**src/rtl/instruction_fetch_unit.sv**
```systemverilog
// rtl/instruction_fetch_unit.sv - PC register and IF stage with IF/ID valid/ready handoff
//
// Ports:
//   clk            rising-edge clock
//   reset_n        synchronous active-low reset
//   imem_addr      fetch byte address, equal to the current pc
//   imem_rdata     instruction word read combinationally at imem_addr
//   id_ready       decode accepts the IF/ID register this cycle
//   if_id_valid    IF/ID register holds an undelivered instruction
//   if_id_instr    fetched instruction word
//   if_id_pc       address of if_id_instr
//   redirect_valid taken branch/jump from EX: flush and refetch
//   redirect_pc    redirect target
//   halted         fetch stopped, sticky until reset
//   fault          halt caused by a misaligned redirect or an out-of-range pc
//   fetch_count    instructions loaded into IF/ID, wraps at 2^32
module instruction_fetch_unit #(
    parameter logic [63:0] RESET_PC  = 64'h0,
    parameter int          MEM_BYTES = 256
) (
    input  logic        clk,
    input  logic        reset_n,
    output logic [63:0] imem_addr,
    input  logic [31:0] imem_rdata,
    input  logic        id_ready,
    output logic        if_id_valid,
    output logic [31:0] if_id_instr,
    output logic [63:0] if_id_pc,
    input  logic        redirect_valid,
    input  logic [63:0] redirect_pc,
    output logic        halted,
    output logic        fault,
    output logic [31:0] fetch_count
);

    typedef enum logic [1:0] {
        ST_BOOT = 2'd0,
        ST_RUN  = 2'd1,
        ST_HALT = 2'd2
    } state_t;

    localparam logic [63:0] LAST_PC = 64'(MEM_BYTES - 4);

    state_t      state_q, state_d;
    logic [63:0] pc_q, pc_d;
    logic        valid_q, valid_d;
    logic [31:0] instr_q, instr_d;
    logic [63:0] ipc_q, ipc_d;
    logic        fault_q, fault_d;
    logic [31:0] count_q, count_d;

    logic        can_load;
    logic        out_of_range;
    logic        stop_word;

    // The IF/ID slot is free when empty or being drained this cycle.
    assign can_load     = !valid_q || id_ready;
    assign out_of_range = pc_q > LAST_PC;
    assign stop_word    = (imem_rdata[6:0] == 7'b1110011) || (imem_rdata == 32'h0);

    always_comb begin
        state_d = state_q;
        pc_d    = pc_q;
        // Default handshake: a delivered word leaves the slot, otherwise it holds.
        valid_d = valid_q && !id_ready;
        instr_d = instr_q;
        ipc_d   = ipc_q;
        fault_d = fault_q;
        count_d = count_q;

        unique case (state_q)
            ST_BOOT: begin
                state_d = ST_RUN;
            end
            ST_RUN: begin
                if (redirect_valid) begin
                    // The in-flight word is on the wrong path, even if decode takes it now.
                    valid_d = 1'b0;
                    pc_d    = redirect_pc;
                    if (redirect_pc[1:0] != 2'b00) begin
                        // pc keeps the faulting target so it can be inspected after the halt.
                        state_d = ST_HALT;
                        fault_d = 1'b1;
                    end
                end else if (can_load) begin
                    if (out_of_range) begin
                        state_d = ST_HALT;
                        fault_d = 1'b1;
                    end else if (stop_word) begin
                        // pc stays on the stopping word; anything already in IF/ID still drains.
                        state_d = ST_HALT;
                    end else begin
                        valid_d = 1'b1;
                        instr_d = imem_rdata;
                        ipc_d   = pc_q;
                        pc_d    = pc_q + 64'd4;
                        count_d = count_q + 32'd1;
                    end
                end
            end
            ST_HALT: begin
            end
            default: begin
                state_d = ST_HALT;
            end
        endcase
    end

    always_ff @(posedge clk) begin
        if (!reset_n) begin
            state_q <= ST_BOOT;
            pc_q    <= RESET_PC;
            valid_q <= 1'b0;
            instr_q <= 32'h0;
            ipc_q   <= 64'h0;
            fault_q <= 1'b0;
            count_q <= 32'h0;
        end else begin
            state_q <= state_d;
            pc_q    <= pc_d;
            valid_q <= valid_d;
            instr_q <= instr_d;
            ipc_q   <= ipc_d;
            fault_q <= fault_d;
            count_q <= count_d;
        end
    end

    assign imem_addr   = pc_q;
    assign if_id_valid = valid_q;
    assign if_id_instr = instr_q;
    assign if_id_pc    = ipc_q;
    assign halted      = (state_q == ST_HALT);
    assign fault       = fault_q;
    assign fetch_count = count_q;

endmodule
```
**config.mk**
```make
export PLATFORM = sky130hd
export DESIGN_NAME = instruction_fetch_unit
export DESIGN_NICKNAME = d
export VERILOG_FILES = /design/src/rtl/instruction_fetch_unit.sv
export SDC_FILE = /design/constraint.sdc
export NUM_CORES = 1
export LEC_CHECK = 0
export BUFFER_PORTS_ARGS = -buffer_cell sky130_fd_sc_hd__buf_4
export CORE_MARGIN = 1.5
export CORE_UTILIZATION = 47
export DETAILED_ROUTE_END_ITERATION = 12
export HOLD_SLACK_MARGIN = 0.15
export MAX_ROUTING_LAYER = met4
export PLACE_DENSITY = 0.76
export SLEW_MARGIN = 20
export SYNTH_ARGS = -nofsm -noshare
export SYNTH_HDL_FRONTEND = slang
export SYNTH_SLANG_ARGS = --single-unit
```
**constraint.sdc**
```tcl
create_clock -name clk -period 2.8 [get_ports clk]
set_clock_uncertainty 0.15 [all_clocks]
set_input_delay 0.56 -clock clk [delete_from_list [all_inputs] [get_ports clk]]
set_output_delay 0.56 -clock clk [all_outputs]
set_load 0.02 [all_outputs]
```
# Word-level counts from Yosys, hierarchy flattened
# Index checks and enable logic that the tools add are counted.
# totals
regBits,196
wordCells,56
out_inout_bits,195
# op_classes
n_bitwise,4
n_lt_le_gt_ge,1
n_mux,19
n_eq_ne,9
n_addsub,2
reduce_logical,14
# ops
operator,n
64-bit two-way mux,4
64-bit by 3-bit adder with 64-bit output (second input constant),1
64-bit by 8-bit greater-than comparator with 1-bit output (second input constant),1
32-bit by 1-bit adder with 32-bit output (second input constant),1
32-bit logical NOT,1
4-bit AND reduction,3
2-bit two-way mux,5
1-bit two-way mux,9
7-bit == test (second input constant),1
3-bit inequality test (second input constant),2
2-bit case mux with 3 select lines,1
2-bit nonzero test,3
5-bit AND reduction,1
2-bit inequality test (second input constant),2
4-bit inequality test (second input constant),1
1-bit NOT,4
2-bit by 1-bit == test with 1-bit output (second input constant),1
2-bit == test (second input constant),1
1-bit logical NOT,2
2-bit logical NOT,1
1-bit logical OR,2
2-bit by 1-bit inequality test with 1-bit output (second input constant),1
1-bit logical AND,1

# Logic depth before layout (Yosys ltp)
# Gate-level depths: netlist of run 1.
# logic_depth
ltp_word,7
depth_mapped,9
mapped_depth_nobuf,7

# Worst setup path after synthesis of run 1
# Ideal clock, no wire load.
# synth_timing
path_type,reg-to-reg
startpoint,reg pc_q[28] (netlist: imem_addr[28])
endpoint,reg pc_q[6] (netlist: imem_addr[6])
stages_incl_launch_ff,8
t_arrival_ns,2.215
n_path_buf,1
path_slack_ns,0.318
path_cell_list,dfxtp_1 -> nor4_1 -> nand4_1 -> or4_4 -> a2111oi_4 -> buf_4 -> nand2b_1 -> a32o_1
# synth_between
elab_chain_cells,3
# synth_lines
item,line_no,rtl
start: declaration,45,"logic [63:0] pc_q, pc_d;"
start signal: assignment,120,pc_q <= pc_d;
64-bit by 8-bit greater-than comparator with 1-bit output,58,assign out_of_range = pc_q > LAST_PC;
2-bit inequality test (no line),n/a,
4-bit AND reduction (no line),n/a,
# Every way passes these cells.
# A chain may end at the register's enable or synchronous reset.

# Worst setup path after layout of run 1
# layout_timing
startpoint,reg pc_q[14] (netlist: imem_addr[14])
endpoint,reg pc_q[18] (netlist: imem_addr[18])
# layout_between
elab_chain_cells,5
elab_cells_between_ends,8
# layout_lines
item,line_no,rtl
64-bit by 3-bit adder with 64-bit output,96,pc_d = pc_q + 64'd4;
64-bit two-way mux,89,end else if (stop_word) begin
64-bit two-way mux,86,if (out_of_range) begin
64-bit two-way mux,85,end else if (can_load) begin
64-bit two-way mux,76,if (redirect_valid) begin
# Several ways; a longest one is shown, not always the timed one. The select of a mux whose other input is x is not followed.

==> impl_results.md, run 1 <==
- Syn nets: 1085
- Die ar.: 18300 µm²
- Fmax: 374 MHz
- Via count of the first global-routing pass: 8013
- Ys async rst share: 0%
- Port Buffers: 294
- Outcome: complete, no violations
- Placement Setup Slack: -0.0367 ns
- Max Cap Viol: 0
- Post-Syn Area per Cell: 8.35 µm²
- Critical path, cell by cell: nor4_2 -> buf_4 -> nand4_1 -> or4_4 -> a2111oi_4 -> buf_6 -> nor2_2 -> a221oi_2
- Post-synthesis sequential area ratio: 47.8%
- Clock latency on the worst-skew pair: 0.44 ns
- DR iter-0 viols: 759
- Synth top cells by count: dfxtp_1, nand2_1, a21oi_1
- TritonCTS clock tree: done
- Post-route ant nets: 0
- Ant diodes: 0
- Routed WL: 27500 µm
- Synth area leaders: dfxtp_1, nand2_1, a21oi_1
- Yosys warning total: 0
- Via-to-Cell Ratio: 5.66
- Crit Path Max Fanout: 10
- Die Wd: 135 µm
- CTS Buf Count: 17
- Fillers: 1425
- Total power density per cell area: 560 nW/µm²
- Number of synthesized flops with an enable pin: 0
- Worst Hold Class: in2reg
- Die Y: 135 µm
- Gr ovfl total: 0
- Wire length per cell: 17.8 µm
- Slew Viols, Final: 0
- Post-DP HPWL: 20000 µm
- Relative slew slack: 36.6%
- First-pass GRT wire length: 42600 µm
- Fin crit share: 95.6%
- CP startpoint kind: flop
- Synth Cell Area: 8210 µm²
- Main synth FF type: dfxtp_1
- Measured slew at the worst slew-check pin: 0.950 ns
- Clock Sinks: 196
- Area leader, netlist: dfxtp_1
- Routability cong.: 0.938
- Worst IR drop on VDD: 458 µV
- GRT Overall Usage: 30.4%
- Initial antenna violation count: 0
- DRC viols: 0
- Drt first pass iters: 6
- Critical path arrival: 2.88 ns
- Detailed-route via count: 8746
- Worst setup EP type: flop
- IO Count: 295
- Cells after Synth: 983
- Area Overhead vs Synth: 43.2%
- Kind of critical path: reg2reg
- Largest net degree at the start of global routing: 87
- Post-synth top area share: 47.8%
- Clock slew at the register clock pins of the worst setup and hold paths: 0.08 ns
- H-tree levels: 4
- Cell family with most CP delay: simple AND/OR/NAND/NOR gates
- Final worst slack: 0.123 ns
- Number of buffers and inverters on the critical path: 2
- Clock buffer depth: 2
- Fraction of final layout cells with drive strength greater than 1: 32.2%
- Setup TNS Final: 0 ns
- Initial Util: 47.8%
- Setup violators final: 0
- Final Hold Viols: 0
- Crit path max-delay cell type: or4_4
- WP data required: 3.00 ns
- Worst path max stage delay: 0.62 ns
- Most frequent cell after synthesis: dfxtp_1
- Layout Nets: 1408
- RSZ-0062 raised after global routing: true
- Leakage: 5.09 nW
- Cell Rows: 48
- Post-CTS Setup Repair Bufs: 0
- CORE AREA: 17200 µm²
- Synth cell types: 66
- Clock root cell: clkbuf_16
- FF+latch count, synth: 196
- Final min period: 2.68 ns
==> metal layers <==
metal  global-route usage [%]  up-vias  wire length (µm)
li1                         -     4226                 -
met1                     40.1     4077             11700
met2                     45.9      380             12600
met3                     6.10       63              2230
met4                     11.8        0               893
met5                        -        -                 0
==> cells by family after synthesis <==
| family | synth area share (%) |
|---|---|
| flops | 47.8 |
| simple gates | 29.2 |
| xor+xnor | 0.213 |
| compound gates | 17.5 |
| fa+ha+maj | 0.305 |
| buf+inv | 3.78 |
| mux | 1.22 |
==> sequential cells by signal, indices dropped and copies added (netlist names) <==
name / flops
if_id_pc: 64
if_id_instr: 32
fetch_count: 32
fault: 1
imem_addr: 64
state_q: 2
if_id_valid: 1
==> power breakdown <==
part,internal [mW],switching (mW),total (mW)
combinational,0.446,0.622,1.07
clock,1.30,1.26,2.56
sequential,2.87,0.0775,2.95
total,4.62,1.96,6.58
==> cell usage in the layout (no fill, tap or decap), types with 10 or more instances in the layout <==
master,count
buf_4,363
dfxtp_1,196
nand2_1,189
a21oi_1,102
and3_1,65
nand3_1,32
nand4_1,32
o21ai_1,27
nor2_1,26
nor3_1,26
nor4_1,22
o21ai_0,22
o31ai_1,18
clkbuf_16,17
inv_1,15
or4_1,13
or3_1,11
and4_1,11
nand2b_1,10
mux2i_1,10
==> metrics by stage <==
stage / area (µm²) / power, mW / utilization (%) / hold slack (ns) / instances
after floorplan: 8210 / 3.53 / - / 0.292 / 983
final: 11800 / 6.58 / 68.4 / 0.214 / 1544
after CTS: 11700 / 6.59 / 68.2 / 0.207 / 1544
after global placement: 11100 / 4.04 / 64.5 / 0.290 / 1512
after global routing: 11800 / 6.82 / 68.4 / 0.209 / 1544
after detailed placement: 11100 / 4.06 / 64.5 / 0.294 / 1512
==> final timing paths <==
kind	start	endpoint	slack, ns	cells past startpoint
worst max-delay path	imem_addr[14]	imem_addr[18]	0.12	8
worst min-delay path	redirect_pc[44]	imem_addr[44]	0.21	3
worst max register to register	imem_addr[14]	imem_addr[18]	0.12	8
worst min register to register	if_id_instr[25]	if_id_instr[25]	0.30	2
==> what timing repair did <==
item,4_1_cts,5_1_grt
setup endpoints to repair,6,35
pin swaps,0,6
gates resized for setup,3,5
hold buffers,0,0
==> area by class of cell <==
| type | count | area, µm² | area share (%) |
|---|---|---|---|
| Tap cell | 225 | 282 | 2.40 |
| Multi-Input combinational cell | 707 | 4030 | 34.3 |
| Clock inverter | 15 | 209 | 1.78 |
| Timing Repair Buffer | 368 | 2820 | 24.0 |
| Sequential cell | 196 | 3920 | 33.4 |
| Clock buffer | 17 | 425 | 3.62 |
| Inverter | 16 | 60.1 | 0.511 |
==> worst min-delay path, cell delays in order <==
cell	delay, ns
buf_4	0.11
nand2_1	0.04
a21oi_1	0.05
Power figures use the tool's default switching activity.
==> run 2: changes to the inputs <==
==> constraint.sdc (replaced) <==
create_clock -name clk -period 2.8 [get_ports clk]
set_clock_uncertainty 0.15 [all_clocks]
set_input_delay 0.84 -clock clk [delete_from_list [all_inputs] [get_ports clk]]
set_output_delay 0.84 -clock clk [all_outputs]
set_load 0.02 [all_outputs]
==> run 2 against run 1 <==
Compared with the run above: die area unchanged; critical path type unchanged; flip-flop and latch count stayed put; hold slack better by 0.087 ns.
==> impl_results.md, run 2 (same netlist as run 1, synthesis figures left out) <==
- Outcome: complete, no violations (unchanged)
- R2R depth: 8 (unchanged)
- WP depth: 8 (unchanged)
- Routability cong.: 0.934 (was 0.938)
- IO Count: 295 (unchanged)
- Worst setup EP type: flop (unchanged)
- Worst Hold Class: reg2reg (was in2reg)
- CTS Hold Bufs: 0 (unchanged)
- Drt first pass iters: 5 (was 6)
- Final min period: 2.71 ns (was 2.68 ns)
- Layout Nets: 1435 (was 1408)
- Fillers: 1393 (was 1425)
- Crit Path Max Fanout: 8 (was 10)
- Most frequent cells in the layout: buf_4, dfxtp_1, nand2_1, a21oi_1, and3_1 (unchanged)
- WP data required: 3.03 ns (was 3.00 ns)
- H-tree levels: 4 (unchanged)
- Max Cap Viol: 0 (unchanged)
- CORE AREA: 17200 µm² (unchanged)
- Worst IR drop on VDD: 419 µV (was 458 µV)
- Post-DP HPWL: 20000 µm (about the same)
- Setup TNS Final: 0 ns (unchanged)
- Commonest non-fill, non-tap cell in the layout: buf_4 (unchanged)
- Total Power: 6.61 mW (was 6.58 mW)
- Hold path cells: 2 (was 3)
- Relative slew slack: 57.2% (was 36.6%)
- Fmax: 368 MHz (was 374 MHz)
- TritonCTS clock tree: done (unchanged)
- Final Hold Viols: 0 (unchanged)
- GRT Overall Usage: 29.8% (was 30.4%)
- Critical path arrival: 2.94 ns (was 2.88 ns)
- Number of buffers and inverters on the critical path: 2 (unchanged)
- Die Wd: 135 µm (unchanged)
- Initial Util: 47.8% (unchanged)
- Area Overhead vs Synth: 46.3% (was 43.2%)
- Cell Rows: 48 (unchanged)
- Fin Hold WS: 0.301 ns (was 0.214 ns)
- Worst path max stage delay: 0.60 ns (was 0.62 ns)
- Placed instance area: 11300 µm² (was 11100 µm²)
- Clock buffer depth: 2 (unchanged)
- Gr ovfl total: 0 (unchanged)
- DRC viols: 0 (unchanged)
- Post-route ant nets: 0 (unchanged)
- Fraction of final layout cells with drive strength greater than 1: 33.7% (was 32.2%)
- Worst Setup EP: imem_addr[58] (was imem_addr[18])
- Crit path max-delay cell type: or4_4 (unchanged)
- Footprint of the multi-input gates: 4060 µm² (was 4030 µm²)
- Ant diodes: 0 (unchanged)
- Via-to-Cell Ratio: 5.65 (was 5.66)
- Port Buffers: 294 (unchanged)
- Fin crit share: 96.9% (was 95.6%)
- Critical path, cell by cell: nor4_2 -> buf_4 -> nand4_1 -> or4_4 -> a2111o_1 -> buf_4 -> a21oi_4 -> a22o_1 (was nor4_2 -> buf_4 -> nand4_1 -> or4_4 -> a2111oi_4 -> buf_6 -> nor2_2 -> a221oi_2)
- Leakage: 5.24 nW (was 5.09 nW)
- RSZ-0062 raised after global routing: true (unchanged)
- Total power density per cell area: 550 nW/µm² (was 560 nW/µm²)
- Clock latency on the worst-skew pair: 0.44 ns (about the same)
- Measured slew at the worst slew-check pin: 0.637 ns (was 0.950 ns)
- First-pass GRT wire length: 41800 µm (was 42600 µm)
- Post-route cell area: 12000 µm² (was 11800 µm²)
- Kind of critical path: reg2reg (unchanged)
- Worst reg2reg endpoint: imem_addr[58] (was imem_addr[18])
- Slew Viols, Final: 0 (unchanged)
- Cell mode on critical path: buf_4
- Clock Sinks: 196 (unchanged)
- Largest net degree at the start of global routing: 67 (was 87)
- Setup violators final: 0 (unchanged)
- Detailed-route via count: 8870 (was 8746)
- Die ar.: 18300 µm² (unchanged)
- Clock slew at the register clock pins of the worst setup and hold paths: 0.08 ns (about the same)
- Register area: 3920 µm² (unchanged)
- Clock root cell: clkbuf_16 (unchanged)
- Final Util: 69.9% (was 68.4%)
- Cell family with most CP delay: simple AND/OR/NAND/NOR gates (unchanged)
- Reg2reg setup slack: 0.09 ns (was 0.12 ns)
- Via count of the first global-routing pass: 8064 (was 8013)
- Worst setup path startpoint: imem_addr[14] (unchanged)
- CTS Buf Count: 17 (unchanged)
- RR Startpoint: imem_addr[14] (unchanged)
- Wire length per cell: 17.3 µm (was 17.8 µm)
- Routed WL: 27200 µm (was 27500 µm)
- Initial antenna violation count: 0 (unchanged)
- Die Y: 135 µm (unchanged)
- CP startpoint kind: flop (unchanged)
- DR iter-0 viols: 759 (unchanged)
run 2: changes by cell type in the layout (fill, tap and decap cells not counted), sizes merged:
cell | previous run | this run
buf | 368 | 395
bufinv | 1 | 0
clkinv | 9 | 8
clkinvlp | 0 | 1
inv | 21 | 22
run 2: how the worst min path moves through the flow:
stage	startpoint	end	slack, ns
4_1_cts	if_id_instr[25]	if_id_instr[25]	0.31
3_5_place_dp	if_id_instr[25]	if_id_instr[25]	0.30
2_1_floorplan	state_q[1]	state_q[0]	0.29
6_report	if_id_instr[25]	if_id_instr[25]	0.30
5_1_grt	if_id_instr[25]	if_id_instr[25]	0.32
3_3_place_gp	if_id_instr[6]	if_id_instr[6]	0.29
run 2: report_power, final:
part	internal [mW]	total (mW)	switching, mW
registers	2.87	2.94	0.0664
logic	0.517	1.18	0.661
clock network	1.23	2.49	1.26
run 2: what timing repair did:
action                                  CTS  global route
endpoints found under the setup margin   18            21
gates resized for setup                   2             9
setup buffers                             0             1
pin swaps                                 1             9
run 2: layout make-up:
type / instances / area share (%)
Timing Repair Buffer: 395 / 25.4
Inverter: 16 / 0.500
Tap cell: 225 / 2.35
Clock inverter: 15 / 1.65
Multi-Input combinational cell: 707 / 33.8
Sequential cell: 196 / 32.7
Clock buffer: 17 / 3.54
run 2: worst min-delay path, delay by kind of cell, from the launching register on:
| kind | cells | cell delay, ns |
|---|---|---|
| compound gates | 1 | 0.05 |
| flops | 1 | 0.31 |
| simple gates | 1 | 0.05 |
run 2: routing by layer:
metal | part of all wire (%) | GRT usage [%] | vias up
met4 | 2.5 | 10.7 | 0
met1 | 43 | 39.6 | 4149
li1 | - | - | 4280
met2 | 46 | 45.2 | 393
met5 | 0 | - | -
met3 | 8.2 | 5.95 | 48
run 2: metrics by stage:
stage,setup WS [ns],instances
3_5_place_dp,-0.108,1538
5_1_grt,-0.0979,1571
2_1_floorplan,0.119,983
3_3_place_gp,-0.167,1538
4_1_cts,0.00220,1570
6_report,0.0861,1571
